## config.mk

```make
export PLATFORM = sky130hd
export DESIGN_NAME = fetch_unit
export DESIGN_NICKNAME = d
export VERILOG_FILES = /design/src/rtl/pipeline_defs.sv /design/src/rtl/if_id_reg.sv /design/src/rtl/fetch_unit.sv
export SDC_FILE = /design/constraint.sdc
export NUM_CORES = 1
export LEC_CHECK = 0
export ABC_AREA = 0
export ABC_CLOCK_PERIOD_IN_PS = 2710
export CAP_MARGIN = 5
export CORE_ASPECT_RATIO = 1.75
export CORE_MARGIN = 1
export CORE_UTILIZATION = 51
export CTS_BUF_LIST = sky130_fd_sc_hd__clkbuf_4 sky130_fd_sc_hd__clkbuf_8 sky130_fd_sc_hd__clkbuf_16
export CTS_CLUSTER_SIZE = 28
export DETAILED_ROUTE_END_ITERATION = 7
export PLACE_DENSITY = 0.82
export RECOVER_POWER = 50
export SKIP_LAST_GASP = 1
export SLEW_MARGIN = 15
export SYNTH_ARGS = -nofsm -noshare
export SYNTH_HDL_FRONTEND = slang
export SYNTH_SLANG_ARGS = --single-unit
```

## constraint.sdc

```tcl
create_clock -name clk -period 2.71 [get_ports clk]
set_input_delay 0.271 -clock clk [delete_from_list [all_inputs] [get_ports clk]]
set_output_delay 0.271 -clock clk [all_outputs]
set_load 0.01 [all_outputs]
```

## src/rtl/pipeline_defs.sv

```systemverilog
// rtl/pipeline_defs.sv - shared constants, types and helpers for the RV32I pipeline
//
// Contents:
//   XLEN           datapath width (32)
//   RESET_PC       PC loaded on reset
//   NOP_INST       addi x0,x0,0, inserted on bubble or flush
//   fetch_state_e  fetch FSM encoding (REQ=0, WAIT=1, DROP=2, HOLD=3)
//   align_word()   clears address bits [1:0]
package pipeline_defs;

  localparam int XLEN = 32;

  localparam logic [XLEN-1:0] RESET_PC = 32'h0000_3000;
  localparam logic [XLEN-1:0] NOP_INST = 32'h0000_0013;

  typedef enum logic [1:0] {
    S_REQ  = 2'd0,
    S_WAIT = 2'd1,
    S_DROP = 2'd2,
    S_HOLD = 2'd3
  } fetch_state_e;

  function automatic logic [XLEN-1:0] align_word(input logic [XLEN-1:0] addr);
    return {addr[XLEN-1:2], 2'b00};
  endfunction

endpackage

```

## src/rtl/if_id_reg.sv

```systemverilog
// rtl/if_id_reg.sv - inter-stage pipeline register with flush > stall > load > bubble priority
//
// Ports:
//   clk, rstn         clock, asynchronous active-low reset
//   flush_i           squash: valid cleared, instruction replaced by NOP
//   stall_i           hold every field
//   load_i            capture pc_i/inst_i and mark valid
//   pc_i, inst_i      incoming PC and instruction
//   pc_o, inst_o      registered PC and instruction
//   valid_o           register holds a real instruction
// With no flush, stall or load the stage becomes a bubble; the PC field is
// left untouched so a bubble keeps pointing at the last real instruction.
module if_id_reg
  import pipeline_defs::*;
#(
  parameter int                PC_W   = XLEN,
  parameter int                INST_W = XLEN,
  parameter logic [INST_W-1:0] NOP    = NOP_INST
) (
  input  logic              clk,
  input  logic              rstn,
  input  logic              flush_i,
  input  logic              stall_i,
  input  logic              load_i,
  input  logic [PC_W-1:0]   pc_i,
  input  logic [INST_W-1:0] inst_i,
  output logic [PC_W-1:0]   pc_o,
  output logic [INST_W-1:0] inst_o,
  output logic              valid_o
);

  logic [PC_W-1:0]   pc_q,    pc_d;
  logic [INST_W-1:0] inst_q,  inst_d;
  logic              valid_q, valid_d;

  always_comb begin
    pc_d    = pc_q;
    inst_d  = inst_q;
    valid_d = valid_q;
    if (flush_i) begin
      valid_d = 1'b0;
      inst_d  = NOP;
    end else if (stall_i) begin
      // hold all fields
    end else if (load_i) begin
      pc_d    = pc_i;
      inst_d  = inst_i;
      valid_d = 1'b1;
    end else begin
      valid_d = 1'b0;
      inst_d  = NOP;
    end
  end

  always_ff @(posedge clk or negedge rstn) begin
    if (!rstn) begin
      pc_q    <= '0;
      inst_q  <= NOP;
      valid_q <= 1'b0;
    end else begin
      pc_q    <= pc_d;
      inst_q  <= inst_d;
      valid_q <= valid_d;
    end
  end

  assign pc_o    = pc_q;
  assign inst_o  = inst_q;
  assign valid_o = valid_q;

endmodule

```

## src/rtl/fetch_unit.sv

```systemverilog
// rtl/fetch_unit.sv - RV32I IF stage with single-outstanding imem fetch and IF/ID register
//
// Optional feature macro: FETCH_PERF_EN (adds perf_fetched / perf_wait counters)
//
// Ports:
//   clk, rstn                    clock, asynchronous active-low reset
//   IF_stall                     hold PC and any fetched instruction
//   ID_stall                     hold the IF/ID register
//   ID_flush                     squash the IF/ID register
//   jmp_EX, jmp_target           EX-stage redirect and its target (bits [1:0] ignored)
//   imem_req, imem_addr          instruction memory request (address is the PC)
//   imem_ready                   memory accepts the request this cycle
//   imem_resp_valid, imem_rdata  instruction memory response
//   id_pc, id_inst, id_valid     IF/ID register contents for decode
//   fetch_busy                   a request is outstanding (WAIT or DROP)
//   perf_fetched, perf_wait      [FETCH_PERF_EN] deliveries / busy cycles, wrapping
module fetch_unit
  import pipeline_defs::*;
#(
  parameter logic [31:0] RESET_PC = pipeline_defs::RESET_PC,
  parameter logic [31:0] NOP_INST = pipeline_defs::NOP_INST
) (
  input  logic        clk,
  input  logic        rstn,
  input  logic        IF_stall,
  input  logic        ID_stall,
  input  logic        ID_flush,
  input  logic        jmp_EX,
  input  logic [31:0] jmp_target,
  output logic        imem_req,
  output logic [31:0] imem_addr,
  input  logic        imem_ready,
  input  logic        imem_resp_valid,
  input  logic [31:0] imem_rdata,
  output logic [31:0] id_pc,
  output logic [31:0] id_inst,
  output logic        id_valid,
`ifdef FETCH_PERF_EN
  output logic [31:0] perf_fetched,
  output logic [31:0] perf_wait,
`endif
  output logic        fetch_busy
);

  fetch_state_e state_q, state_d;
  logic [31:0]  pc_q, pc_d;
  logic [31:0]  skid_inst_q, skid_inst_d;
  logic [31:0]  skid_pc_q, skid_pc_d;

  logic         deliver;
  logic [31:0]  deliver_pc;
  logic [31:0]  deliver_inst;
  logic [31:0]  redirect_pc;

  assign redirect_pc = align_word(jmp_target);

  // Redirect always wins over IF_stall; a delivery is never produced in a
  // redirect cycle, so a squashed path cannot reach ID.
  always_comb begin
    state_d      = state_q;
    pc_d         = pc_q;
    skid_inst_d  = skid_inst_q;
    skid_pc_d    = skid_pc_q;
    imem_req     = 1'b0;
    deliver      = 1'b0;
    deliver_pc   = pc_q;
    deliver_inst = imem_rdata;

    case (state_q)
      S_REQ: begin
        imem_req = 1'b1;
        if (jmp_EX) begin
          pc_d = redirect_pc;
          // an accepted request now belongs to the old path; wait it out
          if (imem_ready) state_d = S_DROP;
        end else if (imem_ready) begin
          state_d = S_WAIT;
        end
      end

      S_WAIT: begin
        if (imem_resp_valid) begin
          if (jmp_EX) begin
            pc_d    = redirect_pc;
            state_d = S_REQ;
          end else if (IF_stall) begin
            skid_inst_d = imem_rdata;
            skid_pc_d   = pc_q;
            state_d     = S_HOLD;
          end else begin
            deliver      = 1'b1;
            deliver_inst = imem_rdata;
            deliver_pc   = pc_q;
            pc_d         = pc_q + 32'd4;
            state_d      = S_REQ;
          end
        end else if (jmp_EX) begin
          pc_d    = redirect_pc;
          state_d = S_DROP;
        end
      end

      S_DROP: begin
        if (jmp_EX) pc_d = redirect_pc;
        if (imem_resp_valid) state_d = S_REQ;
      end

      S_HOLD: begin
        if (jmp_EX) begin
          skid_inst_d = NOP_INST;
          pc_d        = redirect_pc;
          state_d     = S_REQ;
        end else if (!IF_stall) begin
          deliver      = 1'b1;
          deliver_inst = skid_inst_q;
          deliver_pc   = skid_pc_q;
          pc_d         = pc_q + 32'd4;
          state_d      = S_REQ;
        end
      end

      default: state_d = S_REQ;
    endcase
  end

  always_ff @(posedge clk or negedge rstn) begin
    if (!rstn) begin
      state_q     <= S_REQ;
      pc_q        <= RESET_PC;
      skid_inst_q <= NOP_INST;
      skid_pc_q   <= '0;
    end else begin
      state_q     <= state_d;
      pc_q        <= pc_d;
      skid_inst_q <= skid_inst_d;
      skid_pc_q   <= skid_pc_d;
    end
  end

  assign imem_addr  = pc_q;
  assign fetch_busy = (state_q == S_WAIT) || (state_q == S_DROP);

  if_id_reg #(
    .PC_W   (32),
    .INST_W (32),
    .NOP    (NOP_INST)
  ) u_if_id (
    .clk     (clk),
    .rstn    (rstn),
    .flush_i (ID_flush | jmp_EX),
    .stall_i (ID_stall),
    .load_i  (deliver),
    .pc_i    (deliver_pc),
    .inst_i  (deliver_inst),
    .pc_o    (id_pc),
    .inst_o  (id_inst),
    .valid_o (id_valid)
  );

`ifdef FETCH_PERF_EN
  logic [31:0] perf_fetched_q, perf_wait_q;

  always_ff @(posedge clk or negedge rstn) begin
    if (!rstn) begin
      perf_fetched_q <= '0;
      perf_wait_q    <= '0;
    end else begin
      if (deliver)    perf_fetched_q <= perf_fetched_q + 32'd1;
      if (fetch_busy) perf_wait_q    <= perf_wait_q + 32'd1;
    end
  end

  assign perf_fetched = perf_fetched_q;
  assign perf_wait    = perf_wait_q;
`endif

endmodule

```

==> Word-level counts from Yosys, hierarchy flattened <==
Index checks and enable logic that the tools add are counted.
{ "word_totals": {"output_inout_bits": 99, "reg_bits": 163, "word_cells": 68} }
{ "classes": {"bitwise_logic": 4, "eq_ne": 11, "n_reduce_logical": 8, "addsub": 1, "muxes": 37} }
{ "ops": {"columns": ["op", "count"], "rows": [
  ["$mux W32", 16],
  ["$pmux W32 S3", 1],
  ["$pmux W32 S2", 1],
  ["$add A32 B3 Y32 const B", 1],
  ["$mux W2", 10],
  ["$ne A2 B2 Y1 const B", 5],
  ["$pmux W2 S4", 1],
  ["$reduce_and A4 Y1", 2],
  ["$mux W1", 7],
  ["$ne A3 B3 Y1 const B", 2],
  ["$reduce_and A3 Y1", 2],
  ["$eq A2 B2 Y1 const B", 2],
  ["$not A1 Y1", 3],
  ["$eq A2 B1 Y1 const B", 1],
  ["$logic_not A2 Y1", 1],
  ["$ne A2 B1 Y1 const B", 1],
  ["$pmux W1 S2", 1],
  ["$reduce_bool A2 Y1", 1],
  ["$reduce_or A2 Y1", 1],
  ["$logic_or A1 B1 Y1", 1],
  ["$or A1 B1 Y1", 1]
]} }

==> Logic depth before layout (Yosys ltp) <==
{ "logic_depth": {"depth_word": 7, "mapped_depth": 9, "ltp_nobuf": 7} }

==> Modules after synthesis <==
From an unflattened synthesis, not the netlist that was laid out.
{ "unflattened": {"cells_unflattened": 704, "hier_area_um2": 7975.1} }
{ "by_module_without_submodules": {"columns": ["mod", "n_inst", "cells_per_inst", "seq_area_each_um2", "area_each_um2"], "rows": [
  ["fetch_unit", 1, 491, 2458.6, 5327.6],
  ["if_id_reg", 1, 213, 1630.3, 2647.5]
]} }

==> Worst setup path after synthesis <==
Ideal clock, no wire load.
{ "synth_path": {"path_type": "reg2reg", "startpoint": "reg state_q[1]", "endpoint": "reg pc_q[24] (netlist: imem_addr[24])", "setup_slack_ps": 798, "period_less_slack_ps": 1912, "path_stages_with_launch": 9, "arrival_time_ps": 1793, "required_ps": 2591, "cell_sequence": "dfrtp_1 -> inv_1 -> ha_1 -> buf_4 -> mux2i_1 -> nand2_1 -> clkbuf_1 -> o21ai_0 -> o21ba_2"} }
{ "synth_via": {"elab_chain_len": 3, "word_cells_on_any_way": 6} }
{ "synth_rtl": {"columns": ["element", "line", "source"], "rows": [
  ["from (decl)", "fetch_unit.sv:45", "fetch_state_e state_q, state_d;"],
  ["from (signal assigned)", "fetch_unit.sv:133", "state_q <= state_d;"],
  ["$eq A2 B2 Y1 / $logic_not A2 Y1 (equally long branches)", "fetch_unit.sv:69", "case (state_q)"],
  ["$reduce_or A2 Y1 (no line)", null, null],
  ["$pmux W32 S3 (*)", "fetch_unit.sv:69", null],
  ["via pc_d[24]", "fetch_unit.sv:46", "logic [31:0] pc_q, pc_d;"],
  ["to (signal assigned)", "fetch_unit.sv:134", "pc_q <= pc_d;"],
  ["to (decl)", "fetch_unit.sv:46", null]
]} }
The timed path passes the listed nets; every way through them passes the cells marked *.
A chain may end at the register's enable or synchronous reset.

==> Worst setup path in the final report <==
{ "layout_path": {"startpoint": "reg state_q[1]", "endpoint": "reg pc_q[22] (netlist: imem_addr[22])"} }
The elaborated chain is that of the path after synthesis.

==> results.sh <==
export IMPL_fillCellCount=1130
export IMPL_start_util=0.519
export IMPL_yosys_area_top_type_share=0.506
export IMPL_io_pins=171
export IMPL_critPathSlowestCell="mux2i_2"
export IMPL_ant_nets=0
export IMPL_cts_tree="built"
export IMPL_grt_pass1_wl_um=31900
export IMPL_dr_first_iter_drc_count=356
export IMPL_vias_per_cell=6.01
export IMPL_tightest_slew_ns=1.21
export IMPL_drive_above_1_share=0.145
export IMPL_rrSetupSlack_ns=0.35
export IMPL_clock_path_buffers=2
export IMPL_die_w_um=94.7
export IMPL_routed_wl_um=19900
export IMPL_arrival_ns=2.66
export IMPL_drv_cap=0
export IMPL_rows=59
export IMPL_worst_slack_ns=0.354
export IMPL_overflow=0
export IMPL_hold_worst_slack_ns=0.246
export IMPL_critPathMaxFanout=13
export IMPL_synth_area_per_cell_um2=11.0
export IMPL_synthTopCellsByArea="dfrtp_1, mux2i_1, mux2_2, nand2_1, o21ai_0"
export IMPL_grt_pass1_vias=6281
export IMPL_grt_max_degree=68
export IMPL_place_area_um2=9500
export IMPL_port_buffers=168
export IMPL_regArea_um2=4090
export IMPL_fin_nets=929
export IMPL_synth_cell_type_count=69
export IMPL_antenna_found_initial=0
export IMPL_dp_slack_ns=0.204
export IMPL_max_slew_margin=0.190
export IMPL_clk_pin_slew_ns=0.07
export IMPL_p_total_w=0.00945
export IMPL_syn_inst=698
export IMPL_timing_hold_violations_final=0
export IMPL_ctsRootBufferMaster="clkbuf_16"
export IMPL_die_area_um2=15600
export IMPL_multi_input_area_um2=3300
export IMPL_fmax_ghz=0.424
export IMPL_yosysWarnings=0
export IMPL_synth_top_area_cell="dfrtp_1"
export IMPL_grt_usage=0.265
export IMPL_p_leak_nw=4.36
export IMPL_core_um2=14800
export IMPL_holdCritStartpoint="jmp_EX"
export IMPL_peakVddDrop_mv=0.624
export IMPL_cellPowerDensity_nw_per_um2=938
export IMPL_wl_per_cell_um=18.9
export IMPL_worstSetupStartpointType="flop"
export IMPL_period_share=0.869
export IMPL_cts_sinks=163
export IMPL_synth_enable_flop_cells=0
export IMPL_drtPass1Iterations=6
export IMPL_required_ns=3.02
export IMPL_rsz0062_at_grt="no"
export IMPL_synth_ff_type="dfrtp_1"
export IMPL_design_area_um2=10100
export IMPL_setup_viol_count_final=0
export IMPL_area_growth_pct=31.4
export IMPL_cts_inserted_buffers=17
export IMPL_setup_tns_ns=0
export IMPL_skew_ns=0.0112
export IMPL_clk_latency_ns=0.42
export IMPL_antenna_cells=0
export IMPL_cp_end_kind="flop"
export IMPL_hpwl_um=13700
export IMPL_critPathLaunch="state_q[1]$_DFFE_PN0P_"
export IMPL_vias=6295
export IMPL_cp_endpoint="imem_addr[22]$_DFF_PN0_"
export IMPL_globalplace_congestion=0.837
export IMPL_htreeDepth=4
export IMPL_cp_cell_sequence="inv_1 > ha_1 > mux2i_2 > nand2_1 > o21ai_0 > o21ba_2"
export IMPL_min_period_ns=2.36
export IMPL_ys_seq_area_frac=0.533
export IMPL_synthesis_nets=775
export IMPL_synth_seq_cells=163
export IMPL_drv_slew=0
export IMPL_outcome="finished clean"
export IMPL_max_stage_delay_ns=0.54
export IMPL_die_height_um=164
export IMPL_critical_path_class="flop to flop"
export IMPL_hold_class="input pin to flop"
export IMPL_synth_area_um2=7670
export IMPL_postSynth_asyncResetShare=1.00
export IMPL_rr_worst_depth=6
export IMPL_drc=0
export IMPL_reg2reg_to="imem_addr[22]$_DFF_PN0_"
export IMPL_r2r_start="state_q[1]$_DFFE_PN0P_"
## cell type report
class | instances | area share
Timing Repair Buffer | 188 | 0.182
Sequential cell | 163 | 0.406
Tap cell | 183 | 0.0227
Clock buffer | 18 | 0.0436
Clock inverter | 14 | 0.0143
Multi-Input combinational cell | 471 | 0.328
Inverter | 11 | 0.00410
## per-layer routing
metal  vias to the layer above  GRT usage  routed length (µm)
met2                       248      0.462               10600
met1                      3126      0.322                7760
met3                        56     0.0417                1010
met5                         -          0                   0
met4                         0      0.104                 524
li1                       2865          -                   -
## Yosys cell counts, types with 4 or more instances
cell type,n
a21oi_1,33
a22o_1,29
a311o_1,4
a31o_2,5
a31oi_1,8
a41oi_1,5
and2_1,4
buf_2,20
buf_4,5
clkbuf_1,24
dfrtp_1,155
dfstp_2,8
ha_1,5
inv_1,11
mux2_2,33
mux2i_1,62
nand2_1,86
nand3_1,12
nand4_1,12
nor2_1,17
nor2b_1,4
o21ai_0,56
o21ai_1,29
o21ba_2,4
o22a_1,4
## stage by stage
step           std cells   util
2_1_floorplan        698      -
3_3_place_gp        1015  0.644
3_5_place_dp        1015  0.644
4_1_cts             1048  0.684
5_1_grt             1048  0.683
6_report            1048  0.683
## power by group
part / internal [W] / switching (W) / total (W) / leakage [nW]
Combinational: 0.00161 / 0.00150 / 0.00310 / 1.92
Clock: 0.00132 / 0.00103 / 0.00236 / 0.291
Sequential: 0.00323 / 0.000766 / 0.00399 / 2.15
Total: 0.00615 / 0.00330 / 0.00945 / 4.36
## registers in the layout (all words and copies together), names as in the netlist
| name | count |
|---|---|
| state_q | 2 |
| skid_inst_q | 32 |
| skid_pc_q | 32 |
| u_if_id.inst_o | 32 |
| u_if_id.valid_o | 1 |
| imem_addr | 32 |
| u_if_id.pc_o | 32 |
## how the worst min path moves through the flow
stage / cells past startpoint / end
floorplan: 0 / imem_addr[0]$_DFF_PN0_
global placement: 1 / u_if_id.inst_o[9]$_DFFE_PN0P_
detailed placement: 1 / u_if_id.inst_o[9]$_DFFE_PN0P_
CTS: 2 / imem_addr[0]$_DFF_PN0_
global route: 2 / imem_addr[0]$_DFF_PN0_
finish: 2 / imem_addr[0]$_DFF_PN0_
## repair_timing
action / 4_1_cts / 5_1_grt
hold endpoints to repair: 43 / 0
endpoints found under the setup margin: 0 / 5
gates resized for setup: 0 / 1
buffers inserted: 0 / 0
hold buffers: 1 / 0
## logic make-up after synthesis
kind of cell             after synthesis  synth area share
AO/OA/AOI/OAI                        202             0.174
adder cells (fa/ha/maj)                5           0.00816
buffers and inverters                 64            0.0383
flip-flops                           163             0.533
multiplexers                          95             0.129
AND/OR/NAND/NOR                      169             0.117
## worst max-delay path, delay by kind of cell, from the launching register on
family / cells / cell delay [ns]
compound gates: 2 / 0.37
fa+ha+maj: 1 / 0.46
mux: 1 / 0.54
buf+inv: 1 / 0.09
flops: 1 / 0.41
simple gates: 1 / 0.37
## placed cells by master (no fill, tap or decap), types with 5 or more instances in the layout
cell and instances:
nand3_1 12, inv_1 11, clkbuf_16 17, dfstp_2 8
a31oi_1 8, nor2_1 16, dfrtp_1 155, nand4_1 12
nand2_1 86, o21ai_1 29, dlygate4sd3_1 48, a41oi_1 5
mux2i_1 61, mux2_2 33, buf_4 15, a31o_2 5
ha_1 5, a21oi_1 32, o21ai_0 56, a22o_1 29
clkdlybuf4s50_1 119
Power figures use the tool's default switching activity.
